<file path="src/rtl/uart_pkg.sv">
// Shared UART definitions: FSM state encoding, parity modes and bit-period helper.
// Used by both the transmit and receive paths.
package uart_pkg;

   typedef enum logic [2:0] {
      ST_IDLE   = 3'd0,
      ST_START  = 3'd1,
      ST_DATA   = 3'd2,
      ST_PARITY = 3'd3,
      ST_STOP   = 3'd4
   } uart_state_e;

   localparam int PAR_NONE = 0;
   localparam int PAR_ODD  = 1;
   localparam int PAR_EVEN = 2;

   // Clocks per bit; integer divide, valid range 2..65535.
   function automatic int bps_cnt(input int clk_freq, input int uart_bps);
      return clk_freq / uart_bps;
   endfunction

endpackage

</file>
<file path="src/rtl/uart_bps_tick.sv">
// Bit-period counter: counts 0..BPS_CNT-1 and flags the last clock of each bit.
// Held at zero while clr is high so the first bit after a clear is a full period.
module uart_bps_tick #(
   parameter int BPS_CNT = 5208
) (
   input  logic clk,
   input  logic rst_n,
   input  logic clr,
   output logic tick
);

   localparam logic [15:0] LAST = 16'(BPS_CNT - 1);

   logic [15:0] clk_cnt;

   assign tick = (clk_cnt == LAST);

   // Free-running bit-period counter, wraps on the end-of-bit clock.
   always_ff @(posedge clk or negedge rst_n) begin
      if (!rst_n) begin
         clk_cnt <= '0;
      end else if (clr || tick) begin
         clk_cnt <= '0;
      end else begin
         clk_cnt <= clk_cnt + 16'd1;
      end
   end

endmodule

</file>
<file path="src/rtl/uart_send.sv">
// UART transmitter: start bit, 8 data bits LSB first, optional parity, 1 or 2 stop bits.
// All outputs come straight from flops so the TX pin never glitches.
module uart_send
   import uart_pkg::*;
#(
   parameter int CLK_FREQ  = 50000000,
   parameter int UART_BPS  = 9600,
   parameter int PARITY    = 0,
   parameter int STOP_BITS = 1
) (
   input  logic       clk,
   input  logic       rst_n,
   input  logic       tx_en,
   input  logic [7:0] tx_data,
   output logic       tx_ready,
   output logic       tx_done,
   output logic       uart_tx
);

   localparam int BPS_CNT = bps_cnt(CLK_FREQ, UART_BPS);

   // Out-of-range settings fall back to no parity / one stop bit.
   localparam int PAR_EFF  = (PARITY == PAR_ODD || PARITY == PAR_EVEN) ? PARITY : PAR_NONE;
   localparam int STOP_EFF = (STOP_BITS == 2) ? 2 : 1;
   localparam logic [2:0] STOP_LAST = 3'(STOP_EFF - 1);

   uart_state_e state_q, state_d;
   logic [2:0]  bit_q, bit_d;
   logic [7:0]  byte_q, byte_d;
   logic        par_q, par_d;
   logic        tx_d, ready_d, done_d;
   logic        cnt_clr, tick;

   uart_bps_tick #(
      .BPS_CNT (BPS_CNT)
   ) u_bps_tick (
      .clk   (clk),
      .rst_n (rst_n),
      .clr   (cnt_clr),
      .tick  (tick)
   );

   // State, latched byte and registered outputs.
   always_ff @(posedge clk or negedge rst_n) begin
      if (!rst_n) begin
         state_q  <= ST_IDLE;
         bit_q    <= '0;
         byte_q   <= '0;
         par_q    <= 1'b0;
         uart_tx  <= 1'b1;
         tx_ready <= 1'b1;
         tx_done  <= 1'b0;
      end else begin
         state_q  <= state_d;
         bit_q    <= bit_d;
         byte_q   <= byte_d;
         par_q    <= par_d;
         uart_tx  <= tx_d;
         tx_ready <= ready_d;
         tx_done  <= done_d;
      end
   end

   // Next-state logic; each bit state advances only on the end-of-bit tick.
   always_comb begin
      state_d = state_q;
      bit_d   = bit_q;
      byte_d  = byte_q;
      par_d   = par_q;
      tx_d    = uart_tx;
      ready_d = 1'b0;
      done_d  = 1'b0;
      cnt_clr = 1'b0;

      case (state_q)
         ST_IDLE: begin
            cnt_clr = 1'b1;
            ready_d = 1'b1;
            tx_d    = 1'b1;
            if (tx_en && tx_ready) begin
               byte_d  = tx_data;
               par_d   = (PAR_EFF == PAR_ODD) ? ~^tx_data : ^tx_data;
               bit_d   = '0;
               state_d = ST_START;
               tx_d    = 1'b0;
               ready_d = 1'b0;
            end
         end

         ST_START: begin
            if (tick) begin
               state_d = ST_DATA;
               bit_d   = '0;
               tx_d    = byte_q[0];
            end
         end

         ST_DATA: begin
            if (tick) begin
               if (bit_q == 3'd7) begin
                  bit_d = '0;
                  if (PAR_EFF != PAR_NONE) begin
                     state_d = ST_PARITY;
                     tx_d    = par_q;
                  end else begin
                     state_d = ST_STOP;
                     tx_d    = 1'b1;
                  end
               end else begin
                  bit_d = bit_q + 3'd1;
                  tx_d  = byte_q[bit_q + 3'd1];
               end
            end
         end

         ST_PARITY: begin
            if (tick) begin
               state_d = ST_STOP;
               bit_d   = '0;
               tx_d    = 1'b1;
            end
         end

         ST_STOP: begin
            tx_d = 1'b1;
            if (tick) begin
               if (bit_q == STOP_LAST) begin
                  state_d = ST_IDLE;
                  bit_d   = '0;
                  done_d  = 1'b1;
                  ready_d = 1'b1;
               end else begin
                  bit_d = bit_q + 3'd1;
               end
            end
         end

         default: begin
            state_d = ST_IDLE;
            tx_d    = 1'b1;
         end
      endcase
   end

endmodule

</file>
<file path="config.mk">
export PLATFORM = sky130hd
export DESIGN_NAME = uart_send
export DESIGN_NICKNAME = d
export VERILOG_FILES = /design/src/rtl/uart_pkg.sv /design/src/rtl/uart_bps_tick.sv /design/src/rtl/uart_send.sv
export SDC_FILE = /design/constraint.sdc
export NUM_CORES = 1
export LEC_CHECK = 0
export ABC_AREA = 1
export CELL_PAD_IN_SITES_DETAIL_PLACEMENT = 1
export CELL_PAD_IN_SITES_GLOBAL_PLACEMENT = 1
export CORE_MARGIN = 1.5
export CORE_UTILIZATION = 45
export DETAILED_ROUTE_END_ITERATION = 10
export DONT_BUFFER_PORTS = 1
export PLACE_DENSITY = 0.72
export SETUP_SLACK_MARGIN = 0.2
export SLEW_MARGIN = 20
export SYNTH_ARGS = -nofsm -noshare
export SYNTH_HDL_FRONTEND = slang
export SYNTH_SLANG_ARGS = --single-unit
</file>
<file path="constraint.sdc">
create_clock -name clk -period 1.9 [get_ports clk]
set_clock_uncertainty 0.05 [all_clocks]
set_input_delay 0.38 -clock clk [delete_from_list [all_inputs] [get_ports clk]]
set_output_delay 0.38 -clock clk [all_outputs]
set_load 0.02 [all_outputs]
</file>
==> impl_results.md <==
- Clk sinks: 33
- Via/cell ratio: 5.237
- Hold_sp: tx_data[4]
- Worst-path clk slew: 0.08 ns
- Pre-CTS WS: between 0.2 and 0.25 ns
- Post-DP Area: between 0.0015 and 0.002 mm²
- Pre-antenna DRT Iters: 4
- Total CTS buffers: 5
- Max Cap Violations: 0
- Arr. time, crit path: ~1.8 ns
- CP startpoint kind: register
- Detail Route Antenna Nets: 0
- H-tree levels: 2
- Setup_tns: 0 ns
- Highest Clock Rate: between 600 and 700 MHz
- Total wire length: about 4300 µm
- Number of instances in the placed design: 273
- Worst reg2reg path depth: 8
- Layout cells sized above 1: around 22%
- Maximum clock path buffer count: 2
- Crit-path max FO: 4
- Sequential element share of the synthesized area: 44.10%
- Crit end category: register
- Tmin final: between 1.5 and 2 ns
- Relative slew margins: a little over 80%
- WS Path Type: reg2reg
- Post-synthesis cell count: about 230
- Number of I/O port buffers: 0
- Die footprint: 0.004570 mm²
- Peak supply drop: 0.0007330 V
- DRC: 0
- Mapped cell area: 0.001878 mm²
- Leakage: 0.9684 nW
- Final instance count without filler cells: 287
- Post-DP HPWL: 3156 µm
- Final Hold Fails: 0
- Crit Reg-Reg Startpoint: bit_q[0]
- Initial Util: about 47%
- Number of diodes: 0
- Row cnt: 23
- 1st-iter DRT viols: 59
- Area grow syn2layout: 13.19%
- Core area: approximately 0.004 mm²
- Fill cells: between 400 and 500
- Chip Width: 67.60 µm
- Syn avg cell area: ~8.3 µm²
- Total grt overflow: 0
- Via count: ~1,500
- Hold Path End: byte_q[4]
- Fin util: 53.14%
- Largest net degree at the start of global routing: 34
- Setup slack after layout: 0.2976 ns
- Synth warn: 0
- Clk_lat worst skew: around 0.30 ns
- Post-route cell area: between 0.002 and 0.0025 mm²
- Cell depth of the worst min-delay path: 1
- Worst Path Required: 2.07 ns
- Final setup viols: 0
- Ports: 14
- GPL Wtd Cong: 0.9470
- Initial antenna violation count: 0
- Total GRT Usage: 21.58%
- RSZ-0062 raised after global routing: true
- Number of synthesized register bits: 33
- CTS tree: yes
- First-pass GRT wire length: slightly above 7000 µm
- Reg2Reg Capture Point: uart_tx
- Max-slew violation count: 0
- Die Y-Extent: approximately 68 µm
- Clock root buffer: clkbuf_8
- Yosys cell types: 28
- HP Class: in2reg
- Syn nets: between 200 and 250
- Worst-Margin Slew: 0.2648 ns
- Tcrit/Tclk final: between 80% and 90%
- Total Nets Final: approximately 250
- Status: finished clean
- Pwr/cell area: between 1000 and 1500 mW/mm²
- R2R setup slack: 0.30 ns
- Vias in the first global route: approximately 1,600
- Routed WL per cell: about 15 µm
## flip-flops by register name, summed over array words and instances, names as in the netlist
name                count
uart_tx                 1
tx_done                 1
state_q                 3
byte_q                  8
u_bps_tick.clk_cnt     16
bit_q                   3
tx_ready                1
## how the worst max path moves through the flow
stage,start,end,slack (ns),cells past startpoint
2_1_floorplan,bit_q[0],uart_tx,0.44,8
3_3_place_gp,bit_q[0],uart_tx,0.25,8
3_5_place_dp,bit_q[0],uart_tx,0.21,8
4_1_cts,bit_q[0],uart_tx,0.23,8
5_1_grt,u_bps_tick.clk_cnt[0],u_bps_tick.clk_cnt[6],0.17,7
6_report,bit_q[0],uart_tx,0.30,8
## critical path, stage by stage, from the launching register on
cell and delay, ns:
dfrtp_2 0.43, ha_2 0.21, ha_4 0.28, inv_1 0.06, nand3_1 0.09, nand3_1 0.10, nand3_1 0.10, nand2_1 0.09
a21oi_2 0.13
## layout by cell type, fill, tap and decap left out, types with 2 or more instances in the layout
| master | netlist | routed |
|---|---|---|
| nand2_2 | 5 | 3 |
| ha_2 | 0 | 2 |
| mux2_4 | 5 | 5 |
| nor2_1 | 33 | 33 |
| nor3_1 | 8 | 8 |
| xnor2_1 | 2 | 2 |
| dfstp_2 | 2 | 2 |
| xor2_1 | 4 | 4 |
| dfrtp_1 | 31 | 30 |
| mux2_2 | 3 | 3 |
| inv_2 | 3 | 3 |
| nand2_1 | 49 | 49 |
| nand4_1 | 5 | 5 |
| nand3_1 | 22 | 22 |
| clkbuf_8 | 0 | 5 |
| a21oi_1 | 5 | 4 |
| nor2_2 | 4 | 4 |
| inv_1 | 23 | 23 |
| nor2_4 | 3 | 3 |
| nand2_4 | 4 | 6 |
| buf_4 | 0 | 4 |
## per-stage QoR
step | total power [mW] | hold slack [ns]
6_report | 2.731 | 0.1748
2_1_floorplan | 1.827 | 0.03441
5_1_grt | 2.917 | 0.1668
3_3_place_gp | 1.938 | 0.03513
4_1_cts | 2.710 | 0.1694
3_5_place_dp | 1.975 | 0.03513
## synthesized netlist by cell type, drive strengths merged
cell type  instances  area share, %
o21ba              1           0.53
buf                2            1.2
inv               27            5.5
dfrtp             31             41
ha                 4            2.7
dfstp              2            2.8
or2                1           0.33
nor3               9            2.7
xor2               4            1.9
a21oi              5            1.3
mux2               8            5.8
o21ai              2           0.73
nor2              40            9.7
xnor2              2           0.93
nand3             23            6.4
nand2             58             14
o211ai             1           0.67
nand4              5            1.7
## final cells by class
type                       instances  area, µm²  area share, %
multi-input combinational        163      954.7          44.91
sequential                        33      829.5          39.02
tap                               50      62.56          2.943
clock buffer                       5      68.82          3.237
inverter                          27      103.9          4.885
clock inverter                     3      46.29          2.178
timing repair buffer               6      60.06          2.825
## logic make-up (layout without fill, tap and decap cells)
kind of cell               after synthesis  after routing  share of synthesized area [%]
AOI/OAI and AO/OA                        9              9                          3.264
xor gates and xnor gates                 6              6                          2.798
adders and majority gates                4              4                          2.665
buffers and inverters                   29             41                          6.729
DFF                                     33             33                          44.10
muxes                                    8              8                          5.796
and+or+nand+nor                        136            136                          34.64
## power by group
| group | switching, mW | internal [mW] |
|---|---|---|
| Sequential | 0.173 | 0.891 |
| Clock | 0.287 | 0.393 |
| Combinational | 0.571 | 0.417 |
## per-layer routing
| layer | part of all wire, % | vias to the layer above | GRT usage, % | wire [µm] |
|---|---|---|---|---|
| met5 | 0 | - | 0 | 0 |
| met4 | 1.6 | 0 | 8.673 | 70 |
| met3 | 2.4 | 8 | 5.167 | 101 |
| met2 | 53 | 18 | 39.71 | 2288 |
| met1 | 43 | 739 | 23.50 | 1830 |
| li1 | - | 738 | - | - |
## what timing repair did
action                                 in CTS  in global routing
endpoints found under the hold margin      33                  0
pin swaps                                   0                  2
setup endpoints to repair                   1                  8
hold buffers                                2                  0
gates resized for setup                     1                  6
buffers inserted                            2                  2
(Power assumes the default switching activity.)
